## src/rtl/axil_csr_if.sv

```systemverilog
// AXI4-Lite slave bus bundle for axil_csr_regs; the master modport is the
// bus-initiator view, the slave modport is what the register block uses.
interface axil_csr_if;
    logic [31:0] AWADDR;
    logic [2:0]  AWPROT;
    logic        AWVALID;
    logic        AWREADY;
    logic [31:0] WDATA;
    logic [3:0]  WSTRB;
    logic        WVALID;
    logic        WREADY;
    logic [1:0]  BRESP;
    logic        BVALID;
    logic        BREADY;
    logic [31:0] ARADDR;
    logic [2:0]  ARPROT;
    logic        ARVALID;
    logic        ARREADY;
    logic [31:0] RDATA;
    logic [1:0]  RRESP;
    logic        RVALID;
    logic        RREADY;

    modport master (
        output AWADDR, AWPROT, AWVALID, input AWREADY,
        output WDATA, WSTRB, WVALID, input WREADY,
        input BRESP, BVALID, output BREADY,
        output ARADDR, ARPROT, ARVALID, input ARREADY,
        input RDATA, RRESP, RVALID, output RREADY
    );

    modport slave (
        input AWADDR, AWPROT, AWVALID, output AWREADY,
        input WDATA, WSTRB, WVALID, output WREADY,
        output BRESP, BVALID, input BREADY,
        input ARADDR, ARPROT, ARVALID, output ARREADY,
        output RDATA, RRESP, RVALID, input RREADY
    );
endinterface

```

## src/rtl/axil_csr_regs.sv

```systemverilog
// AXI4-Lite CSR block: CTRL, STATUS, SCRATCH, ID and sticky EVENT registers.
// Define AXIL_CSR_WSTRB_EN to honour WSTRB byte lanes on writable registers.
module axil_csr_regs #(
    parameter logic [31:0] ID_VALUE = 32'h5A10_0001
) (
    input  logic        clk,
    input  logic        rst_n,
    axil_csr_if.slave   bus,
    output logic [31:0] ctrl_o,
    input  logic [31:0] status_i,
    input  logic [31:0] event_i
);
    localparam logic [1:0] RESP_OKAY   = 2'b00;
    localparam logic [1:0] RESP_SLVERR = 2'b10;
    localparam logic [2:0] IDX_CTRL    = 3'd0;
    localparam logic [2:0] IDX_STATUS  = 3'd1;
    localparam logic [2:0] IDX_SCRATCH = 3'd2;
    localparam logic [2:0] IDX_ID      = 3'd3;
    localparam logic [2:0] IDX_EVENT   = 3'd4;

    typedef enum logic [1:0] {W_IDLE, W_ACK, W_RESP} w_state_t;
    typedef enum logic [1:0] {R_IDLE, R_ACK, R_DATA} r_state_t;

    w_state_t    w_state, w_next;
    r_state_t    r_state, r_next;
    logic [31:0] ctrl_q, scratch_q, event_q;
    logic [31:0] rdata_q, rd_mux, wmask, ev_clr;
    logic [1:0]  bresp_q, rresp_q;
    logic [2:0]  w_idx, r_idx;
    logic        w_hit, r_hit, w_commit, r_capture;
    logic        unused_bits;

    function automatic logic [31:0] merge(input logic [31:0] old_val,
                                          input logic [31:0] wr_val,
                                          input logic [31:0] mask);
        return (old_val & ~mask) | (wr_val & mask);
    endfunction

    // Only offsets below 0x14 decode; anything else is an error and touches nothing.
    assign w_idx = bus.AWADDR[4:2];
    assign r_idx = bus.ARADDR[4:2];
    assign w_hit = bus.AWADDR < 32'h14;
    assign r_hit = bus.ARADDR < 32'h14;

`ifdef AXIL_CSR_WSTRB_EN
    assign wmask = {{8{bus.WSTRB[3]}}, {8{bus.WSTRB[2]}},
                    {8{bus.WSTRB[1]}}, {8{bus.WSTRB[0]}}};
`else
    assign wmask = '1;
`endif

    assign unused_bits = ^{bus.AWPROT, bus.ARPROT, bus.WSTRB};

    // Write FSM
    always_ff @(posedge clk or negedge rst_n) begin
        if (!rst_n) w_state <= W_IDLE;
        else        w_state <= w_next;
    end

    always_comb begin
        // NOTE: default assignment first so no branch leaves w_next unassigned and infers a latch.
        w_next = w_state;
        unique case (w_state)
            W_IDLE:  if (bus.AWVALID && bus.WVALID) w_next = W_ACK;
            W_ACK:   w_next = W_RESP;
            W_RESP:  if (bus.BREADY) w_next = W_IDLE;
            default: w_next = W_IDLE;
        endcase
    end

    always_comb begin
        bus.AWREADY = (w_state == W_ACK);
        bus.WREADY  = (w_state == W_ACK);
        bus.BVALID  = (w_state == W_RESP);
    end

    // Read FSM
    always_ff @(posedge clk or negedge rst_n) begin
        if (!rst_n) r_state <= R_IDLE;
        else        r_state <= r_next;
    end

    always_comb begin
        r_next = r_state;
        unique case (r_state)
            R_IDLE:  if (bus.ARVALID) r_next = R_ACK;
            R_ACK:   r_next = R_DATA;
            R_DATA:  if (bus.RREADY) r_next = R_IDLE;
            default: r_next = R_IDLE;
        endcase
    end

    always_comb begin
        bus.ARREADY = (r_state == R_ACK);
        bus.RVALID  = (r_state == R_DATA);
    end

    assign w_commit  = (w_state == W_ACK);
    assign r_capture = (r_state == R_ACK);
    assign ev_clr    = (w_commit && w_hit && w_idx == IDX_EVENT) ? (bus.WDATA & wmask) : '0;

    // NOTE: non-blocking assignments so a read captured on the commit edge sees the pre-write value.
    always_ff @(posedge clk or negedge rst_n) begin
        if (!rst_n) begin
            ctrl_q    <= '0;
            scratch_q <= '0;
            event_q   <= '0;
            bresp_q   <= RESP_OKAY;
        end else begin
            if (w_commit && w_hit && w_idx == IDX_CTRL)
                ctrl_q <= merge(ctrl_q, bus.WDATA, wmask);
            if (w_commit && w_hit && w_idx == IDX_SCRATCH)
                scratch_q <= merge(scratch_q, bus.WDATA, wmask);
            // Set wins over a coincident write-1-to-clear.
            event_q <= (event_q & ~ev_clr) | event_i;
            if (w_commit)
                bresp_q <= w_hit ? RESP_OKAY : RESP_SLVERR;
        end
    end

    always_comb begin
        rd_mux = '0;
        if (r_hit) begin
            unique case (r_idx)
                IDX_CTRL:    rd_mux = ctrl_q;
                IDX_STATUS:  rd_mux = status_i;
                IDX_SCRATCH: rd_mux = scratch_q;
                IDX_ID:      rd_mux = ID_VALUE;
                IDX_EVENT:   rd_mux = event_q;
                default:     rd_mux = '0;
            endcase
        end
    end

    // NOTE: the read-data holding registers are reset too, so RDATA is a known 0 out of reset.
    always_ff @(posedge clk or negedge rst_n) begin
        if (!rst_n) begin
            rdata_q <= '0;
            rresp_q <= RESP_OKAY;
        end else if (r_capture) begin
            rdata_q <= rd_mux;
            rresp_q <= r_hit ? RESP_OKAY : RESP_SLVERR;
        end
    end

    assign bus.BRESP = bresp_q;
    assign bus.RDATA = rdata_q;
    assign bus.RRESP = rresp_q;
    assign ctrl_o    = ctrl_q;
endmodule

```

## src/flat_wrapper.sv

```systemverilog
// flat-port wrapper written by rule: the top's interface ports become plain ports
module axil_csr_regs_flat 
#(
    parameter logic [31:0] ID_VALUE = 32'h5A10_0001
)
  (clk, rst_n, ctrl_o, status_i, event_i, bus_AWADDR, bus_AWPROT, bus_AWVALID, bus_AWREADY, bus_WDATA, bus_WSTRB, bus_WVALID, bus_WREADY, bus_BRESP, bus_BVALID, bus_BREADY, bus_ARADDR, bus_ARPROT, bus_ARVALID, bus_ARREADY, bus_RDATA, bus_RRESP, bus_RVALID, bus_RREADY);
  axil_csr_if bus_i ();
  input  logic clk;
  input  logic rst_n;
  output logic [31:0] ctrl_o;
  input  logic [31:0] status_i;
  input  logic [31:0] event_i;
  input wire logic [$bits(bus_i.AWADDR)-1:0] bus_AWADDR;
  input wire logic [$bits(bus_i.AWPROT)-1:0] bus_AWPROT;
  input wire logic [$bits(bus_i.AWVALID)-1:0] bus_AWVALID;
  output wire logic [$bits(bus_i.AWREADY)-1:0] bus_AWREADY;
  input wire logic [$bits(bus_i.WDATA)-1:0] bus_WDATA;
  input wire logic [$bits(bus_i.WSTRB)-1:0] bus_WSTRB;
  input wire logic [$bits(bus_i.WVALID)-1:0] bus_WVALID;
  output wire logic [$bits(bus_i.WREADY)-1:0] bus_WREADY;
  output wire logic [$bits(bus_i.BRESP)-1:0] bus_BRESP;
  output wire logic [$bits(bus_i.BVALID)-1:0] bus_BVALID;
  input wire logic [$bits(bus_i.BREADY)-1:0] bus_BREADY;
  input wire logic [$bits(bus_i.ARADDR)-1:0] bus_ARADDR;
  input wire logic [$bits(bus_i.ARPROT)-1:0] bus_ARPROT;
  input wire logic [$bits(bus_i.ARVALID)-1:0] bus_ARVALID;
  output wire logic [$bits(bus_i.ARREADY)-1:0] bus_ARREADY;
  output wire logic [$bits(bus_i.RDATA)-1:0] bus_RDATA;
  output wire logic [$bits(bus_i.RRESP)-1:0] bus_RRESP;
  output wire logic [$bits(bus_i.RVALID)-1:0] bus_RVALID;
  input wire logic [$bits(bus_i.RREADY)-1:0] bus_RREADY;
  assign bus_i.AWADDR = bus_AWADDR;
  assign bus_i.AWPROT = bus_AWPROT;
  assign bus_i.AWVALID = bus_AWVALID;
  assign bus_AWREADY = bus_i.AWREADY;
  assign bus_i.WDATA = bus_WDATA;
  assign bus_i.WSTRB = bus_WSTRB;
  assign bus_i.WVALID = bus_WVALID;
  assign bus_WREADY = bus_i.WREADY;
  assign bus_BRESP = bus_i.BRESP;
  assign bus_BVALID = bus_i.BVALID;
  assign bus_i.BREADY = bus_BREADY;
  assign bus_i.ARADDR = bus_ARADDR;
  assign bus_i.ARPROT = bus_ARPROT;
  assign bus_i.ARVALID = bus_ARVALID;
  assign bus_ARREADY = bus_i.ARREADY;
  assign bus_RDATA = bus_i.RDATA;
  assign bus_RRESP = bus_i.RRESP;
  assign bus_RVALID = bus_i.RVALID;
  assign bus_i.RREADY = bus_RREADY;
  axil_csr_regs #(.ID_VALUE(ID_VALUE)) u_core (.clk(clk), .rst_n(rst_n), .bus(bus_i), .ctrl_o(ctrl_o), .status_i(status_i), .event_i(event_i));
endmodule
```

## config.mk

```make
export PLATFORM = sky130hd
export DESIGN_NAME = axil_csr_regs_flat
export DESIGN_NICKNAME = d
export VERILOG_FILES = /design/src/rtl/axil_csr_if.sv /design/src/rtl/axil_csr_regs.sv /design/src/flat_wrapper.sv
export SDC_FILE = /design/constraint.sdc
export NUM_CORES = 1
export LEC_CHECK = 0
export ABC_AREA = 0
export CORE_UTILIZATION = 60
export DETAILED_ROUTE_END_ITERATION = 16
export DONT_BUFFER_PORTS = 1
export PLACE_DENSITY = 0.77
export SYNTH_ARGS = -nofsm -noshare
export SYNTH_HDL_FRONTEND = slang
export SYNTH_SLANG_ARGS = --single-unit
```

## constraint.sdc

```tcl
create_clock -name clk -period 2.45 [get_ports clk]
set_input_delay 0.49 -clock clk [delete_from_list [all_inputs] [get_ports clk]]
set_output_delay 0.49 -clock clk [all_outputs]
set_load 0.03 [all_outputs]
```

---- Yosys cells after proc, flatten, opt, wreduce, memory -nomap -nowiden ----
Index checks and enable logic that the tools add are counted.
cells by class
  magnitude comparators ................... 2
  eq/ne operators ......................... 14
  multiplexer cells ....................... 11
  bitwise logic cells ..................... 3
  reduce and logical (&&, ||, !) cells .... 11
operator list
  cell                                                                      count
  32-bit case mux with 5 select lines                                       1
  32-bit by 5-bit < comparator with 1-bit output (second input constant)    2
  32-bit 2-to-1 mux                                                         2
  32-bit AND                                                                1
  32-bit NOT                                                                1
  32-bit OR                                                                 1
  2-bit 2-to-1 mux                                                          6
  2-bit case mux with 3 select lines                                        2
  3-bit by 2-bit == test with 1-bit output (second input constant)          3
  3-bit == test (second input constant)                                     2
  3-bit zero test                                                           2
  2-bit by 1-bit inequality test with 1-bit output (second input constant)  3
  1-bit logical AND                                                         5
  2-bit by 1-bit == test with 1-bit output (second input constant)          2
  2-bit == test (second input constant)                                     2
  2-bit zero test                                                           2
  2-bit AND reduction                                                       2
  3-bit by 1-bit == test with 1-bit output (second input constant)          1
  2-bit inequality test (second input constant)                             1
storage, ports and cells
  register bits after elaboration ......... 136
  input port bits ......................... 177

---- Longest topological paths before layout ----
Gate-level depths: netlist of run 1.
  depth in word-level cells ............... 7
  gate-level depth with buffers ........... 7
  mapped depth without buffers ............ 4

---- Worst setup path before layout of run 1 ----
OpenSTA, ideal clock, no wires.
  kind .................................... flip-flop to flip-flop
  start ................................... register u_core.w_state[1]
  end ..................................... register u_core.ctrl_q[10] (netlist: u_core.ctrl_o[10])
  library setup time ...................... 0.127 ns
  data arrival time ....................... 2.049 ns
  slack ................................... 0.273 ns
  stages on the path, launching flop included .. 6
  cells stage by stage .................... dfrtp_1 > and2b_1 > nand4_2 > nor4b_4 > buf_6 > mux2_1
on the way
  word-level cells in the longest chain between the ends .. 3
RTL lines
  item                                      RTL line              source
  start: declaration                        axil_csr_regs.sv:24   w_state_t w_state, w_next;
  start signal: assignment                  axil_csr_regs.sv:57   else w_state <= w_next;
  2-bit by 1-bit == test with 1-bit output  --
  via bus_AWREADY                           flat_wrapper.sv:16    output wire logic [$bits(bus_i.AWREADY)-1:0] bus_AWREADY;
  1-bit logical AND (2 in a row)            axil_csr_regs.sv:110  if (w_commit && w_hit && w_idx == IDX_CTRL)
  end signal: assignment                    axil_csr_regs.sv:111  ctrl_q <= merge(ctrl_q, bus.WDATA, wmask);
  end: declaration                          axil_csr_regs.sv:26   logic [31:0] ctrl_q, scratch_q, event_q;
The timed path passes the listed nets, and every way through them passes these cells.
A chain may end at the register's enable or synchronous reset.

---- Final worst setup path of run 1 ----
  start ................................... register u_core.r_state[1]
  end ..................................... output port bus_ARREADY
on the way
  word-level cells in the longest chain between the ends .. 1
RTL lines
  item                                      RTL line             source
  start: declaration                        axil_csr_regs.sv:25  r_state_t r_state, r_next;
  start signal: assignment                  axil_csr_regs.sv:80  else r_state <= r_next;
  2-bit by 1-bit == test with 1-bit output  axil_csr_regs.sv:94  bus.ARREADY = (r_state == R_ACK);
  end: declaration                          flat_wrapper.sv:27   output wire logic [$bits(bus_i.ARREADY)-1:0] bus_ARREADY;
No other way between the ends.

==> summary.md, run 1 <==
| Metric | Value |
|---|---|
| Crit-path max FO | `15` |
| CTS Root Cell | `clkbuf_8` |
| Min-delay worst type | `primary input to asynchronous set/reset pin` |
| Place WS | `163 ps` |
| Die W | `105 um` |
| Pwr/cell area | `715 nW/um2` |
| Fin. max-slew vios | `0` |
| GR Util All Layers | `31.9%` |
| DIE AREA | `11100 um2` |
| Largest net degree at the start of global routing | `135` |
| Mux share of post-synthesis cell area | `16.4%` |
| MaxCap Viol Count | `0` |
| Post-synth ARST share | `100%` |
| 1st-pass router iterations | `5` |
| Area leader, netlist | `dfrtp_1` |
| XOR/XNOR Fraction of Synth Area | `0%` |
| Final min period | `2170 ps` |
| Yosys top cell area share | `52.4%` |
| PostCTS Resize Cnt | `0` |
| Post-synthesis compound-gate area fraction | `16.2%` |
| Global-route wire length before repair | `26600 um` |
| # rows | `37` |
| Tightest Pin Transition | `1200 ps` |
| Leak | `0.00315 uW` |
| Core area | `10300 um2` |
| Cells after Synth | `530` |
| Yosys cell types | `34` |
| Initial DRC count | `232` |
| Reg clk slew, reported paths | `60 ps` |
| CTS Buf Count | `17` |
| Later-pin clock latency in the skew report | `500 ps` |
| CP Launch Point | `u_core.r_state[1]` |
| Yosys reg bits | `134` |
| Setup slack after layout | `276 ps` |
| Vias | `4622` |
| PortBufs | `0` |
| Final Power | `5050 uW` |
| Crit path DAT | `1680 ps` |
| DR WL met2 | `8900 um` |
| FMAX | `460 MHz` |
| Status | `complete, but fails checks` |
| Violated checks | `negative hold slack` |
| Setup Skew | `9.33 ps` |
| Worst hold margin | `-318 ps` |
| Worst r2r src | `u_core.w_state[1]` |
| Vias per cell | `6.91` |
| Synth Area in Adders | `0%` |
| EDFF count, synth | `0` |
| H-tree depth | `4` |
| Max layer used | `met4` |
| Post-Syn Area | `6400 um2` |
| Clock buffer depth | `2` |
| Largest family of logic cells by synthesized area | `multiplexers` |
| Residual DRC count | `0` |
| Prevailing post-synth register cell | `dfrtp_1` |
| TritonCTS clock tree | `done` |
| Starting Density | `62.0%` |
| Post-route ant nets | `0` |
| Post-layout nets | `694` |
| Area growth from synthesis to final layout | `10.3%` |
| Synth Area per Inst | `12.1 um2` |
| Synth warn | `0` |
| Most instantiated cells after synthesis | `134 x dfrtp_1, 60 x mux2_1, 36 x nand2b_1` |
| Top post-synthesis cells by area | `dfrtp_1 52%, mux2_1 11%, a22o_1 4.4%` |
| Most frequent cell after synthesis | `dfrtp_1` |
| Routability cong. | `0.788` |
| Met3 wire len | `1410 um` |
| Setup bufs post-CTS | `0` |
| Boundary Pins | `250` |
| Layout cells sized above 1 | `12.6%` |
| Clk sinks | `134` |
| RSZ-0062 raised after global routing | `false` |
| Overflow after GRT | `0` |
| Post-DP HPWL | `11200 um` |
| Crit. End Element | `output pin` |
| Critical Path RT | `1960 ps` |
| Initial antenna violation count | `3` |
| Vias in the first global route | `4929` |
| Seq/Total Area, Yosys | `52.4%` |
| Hold Vio Cnt, Final | `134` |
| Setup CP Type | `flip-flop to output pin` |
| Fillers | `768` |
| Max-slew headroom | `19.8%` |
| Drt wl/cell | `26.1 um` |
| M1 WL | `6760 um` |
| CP Launch Type | `flip-flop` |
| Setup_tns | `0 ps` |
| Post-Synth Simple-Gate Area | `11.1%` |
| Max VDD drop | `0.481 mV` |
| Final period utilization | `88.7%` |
| Die height | `105 um` |
| Final-report setup violation count | `0` |
| Routed wire length | `17400 um` |
==> critical path: stages (launching register included) <==
cell and delay, ps:
dfrtp_1 400, nand2b_2 400, inv_1 380
==> metrics by stage <==
step           util, %  cell area, um2  cells
3_3_place_gp      62.8            6480    634
3_5_place_dp      62.8            6480    634
5_1_grt           68.4            7060    669
6_report          68.4            7060    669
2_1_floorplan        -            6410    531
4_1_cts           68.3            7060    666
==> per-layer routing <==
metal  GRT usage [%]  vias up
met4            13.3        0
met3            8.41       37
met5               0        -
met2            53.5      248
met1            39.1     2365
li1                -     1972
==> state kept, by name, summed over array words and instances (netlist names) <==
register,flops
u_core.bus.RDATA,32
u_core.ctrl_o,32
u_core.event_q,32
u_core.scratch_q,32
u_core.r_state,2
u_core.w_state,2
u_core.bus.BRESP,1
u_core.bus.RRESP,1
==> report_power, final <==
part / switching [uW] / internal (uW)
sequential: 14.2 / 2230
clock: 965 / 1500
combinational: 224 / 117
==> cells by family (layout without fill, tap and decap cells) <==
family,Yosys count,in the layout
muxes,96,96
other,1,5
DFF,134,134
and+or+nand+nor,117,117
AOI/OAI and AO/OA,132,132
buffers and inverters,50,49
==> area by class of cell <==
class	instances	area, um2	area share (%)
Antenna cell	3	7.51	0.106
Clock buffer	20	445	6.31
Clock inverter	12	126	1.79
Inverter	3	11.3	0.159
Multi-Input combinational cell	347	2830	40.1
Sequential cell	134	3350	47.5
Tap cell	136	170	2.41
Timing Repair Buffer	14	118	1.67
==> cells in the final DEF (no fill, tap or decap), types with 5 or more instances in the layout <==
| cell | count |
|---|---|
| mux2_1 | 60 |
| o31ai_1 | 32 |
| dfrtp_1 | 134 |
| o2bb2ai_1 | 17 |
| o22ai_1 | 6 |
| nand3_1 | 33 |
| nand2_1 | 16 |
| clkbuf_16 | 16 |
| mux2_2 | 10 |
| o21ai_0 | 17 |
| mux2i_1 | 26 |
| a22o_1 | 32 |
| a2bb2oi_1 | 26 |
| buf_4 | 13 |
| nor4_1 | 8 |
| clkinv_2 | 5 |
| nand2b_1 | 35 |
==> final timing paths <==
check / endpoint / slack (ps) / cells after the start
max: bus_ARREADY / 280 / 2
min: u_core.bus.RDATA[7] / -320 / 0
max reg2reg: u_core.scratch_q[3] / 390 / 5
min reg2reg: u_core.w_state[0] / 440 / 1
max in group asynchronous: u_core.scratch_q[7] / 2510 / 0
min in group clk: u_core.event_q[13] / 90 / 1
Note: power is estimated with default switching activity, not from simulation.
==> run 2: changes to the inputs <==
--- a/config.mk
+++ b/config.mk
@@ -9,6 +9,7 @@
 export CORE_UTILIZATION = 60
 export DETAILED_ROUTE_END_ITERATION = 16
 export DONT_BUFFER_PORTS = 1
+export GPL_TIMING_DRIVEN = 1
 export PLACE_DENSITY = 0.77
 export SYNTH_ARGS = -nofsm -noshare
 export SYNTH_HDL_FRONTEND = slang
==> results of run 2 <==
The final DEF is identical to that of run 1; final timing and power are the same.
==> edit (flow settings as in run 2) <==
Add a define of `AXIL_CSR_WSTRB_EN`.
--- a/src/rtl/axil_csr_regs.sv
+++ b/src/rtl/axil_csr_regs.sv
@@ -1,5 +1,7 @@
 // AXI4-Lite CSR block: CTRL, STATUS, SCRATCH, ID and sticky EVENT registers.
 // Define AXIL_CSR_WSTRB_EN to honour WSTRB byte lanes on writable registers.
+`define AXIL_CSR_WSTRB_EN
+
 module axil_csr_regs #(
     parameter logic [31:0] ID_VALUE = 32'h5A10_0001
 ) (
Formal check against the unedited RTL: not equivalent (a bounded check fails within 4 cycles, from zero or initial values and one cycle with rst_n low).
==> edit against run 2 <==
The flow still finishes with violations (hold timing). Design area up 4.3%. Routed wire length is 0.64% higher. Sequential cell count stayed put. Synthesized cell count rose by 6.6%. Hold slack worse by 0.029 ns. Worst setup slack lost 0.068 ns. Power up 3.5%. Area after synthesis up 4.0%. Critical endpoint unchanged.
==> edit: results (changes against run 2) <==
- Outcome: finished with violations
- Failing checks: hold timing
- Comb_multi_in: 356 (+2.6%)
- Met2 usage: 53.1% (-0.39 points)
- Post-synthesis sequential area ratio: 50.4% (-2.0 points)
- Sequential share of cell area: 45.5% (-2.0 points)
- Clock Skew: 0.00549 ns (-0.00384 ns)
- Post-synthesis compound-gate area fraction: 15.3% (-0.94 points)
- Synth unique cells: 31 (-8.8%)
- DP Area: 6770 sq um (+4.3%)
- Worst hold slack: -0.347 ns (-0.0293 ns)
- Non-clock inverter count: 35 (+32)
- Clock network power: 2.66 mW (+8%)
- Met2 routed wirelength: 8820 um (-0.85%)
- Largest cells by area after synthesis: dfrtp_1 (50%), mux2_4 (14%), a2bb2oi_1 (7.6%)
- Total wire length: 17600 um (+0.64%)
- Hold Vio Cnt, Final: 134 (unchanged)
- Worst-Skew Late Latency: 0.53 ns (+0.03 ns)
- Data buffer area share: 2.04% (+0.37 points)
- Vias in the first global route: 4877 (-1.1%)
- Worst rel slew slack: 50.1% (+30 points)
- ClkCell Share: 8.20% (+0.10 points)
- Met3 GRT Util: 11.0% (+2.6 points)
- Share of cells above drive strength 1: 21.9% (+9.3 points)
- Mapped Area: 6660 sq um (+4.0%)
- CP max FO: 34 (+19)
- Top cells by count, synth: dfrtp_1 (134), mux2_4 (64), a2bb2oi_1 (58)
- Fin nets: 741 (+6.8%)
- Placer's final routability congestion estimate: 0.822 (+4.3%)
- Combinational Power Share: 6.2% (-0.5 points)
- Post-synthesis mux area share: 19.4% (+3.0 points)
- Maximum VDD drop: 0.000600 V (+25%)
- Multi-input logic area: 2960 sq um (+4.4%)
-- edit: cell count changes after synthesis, moves of 32 or more --
cell / delta
nand2b_1: -32
mux2_1: -60
a2bb2oi_1: +32
inv_1: +32
o31ai_1: -32
a41oi_1: +32
a22o_1: -32
mux2_4: +64
-- edit: per-stage QoR --
step / util, % / hold slack [ns] / setup WS, ns / cells
2_1_floorplan: - / 0.194 / 0.362 / 566
3_3_place_gp: 62.4 / 0.198 / 0.125 / 685
3_5_place_dp: 62.4 / 0.197 / 0.0594 / 685
4_1_cts: 68.0 / -0.367 / 0.194 / 715
5_1_grt: 68.0 / -0.363 / 0.135 / 715
6_report: 68.0 / -0.347 / 0.208 / 715
-- edit: cell families after synthesis --
logic type,Yosys count
simple gates,125
flops,134
compound gates,133
buf+inv,76
mux,96
other cells,1
-- edit: critical path: stages (launching register included) --
cell      delay (ns)
dfrtp_1         0.37
nand2b_1        0.15
buf_4           0.40
inv_1           0.29
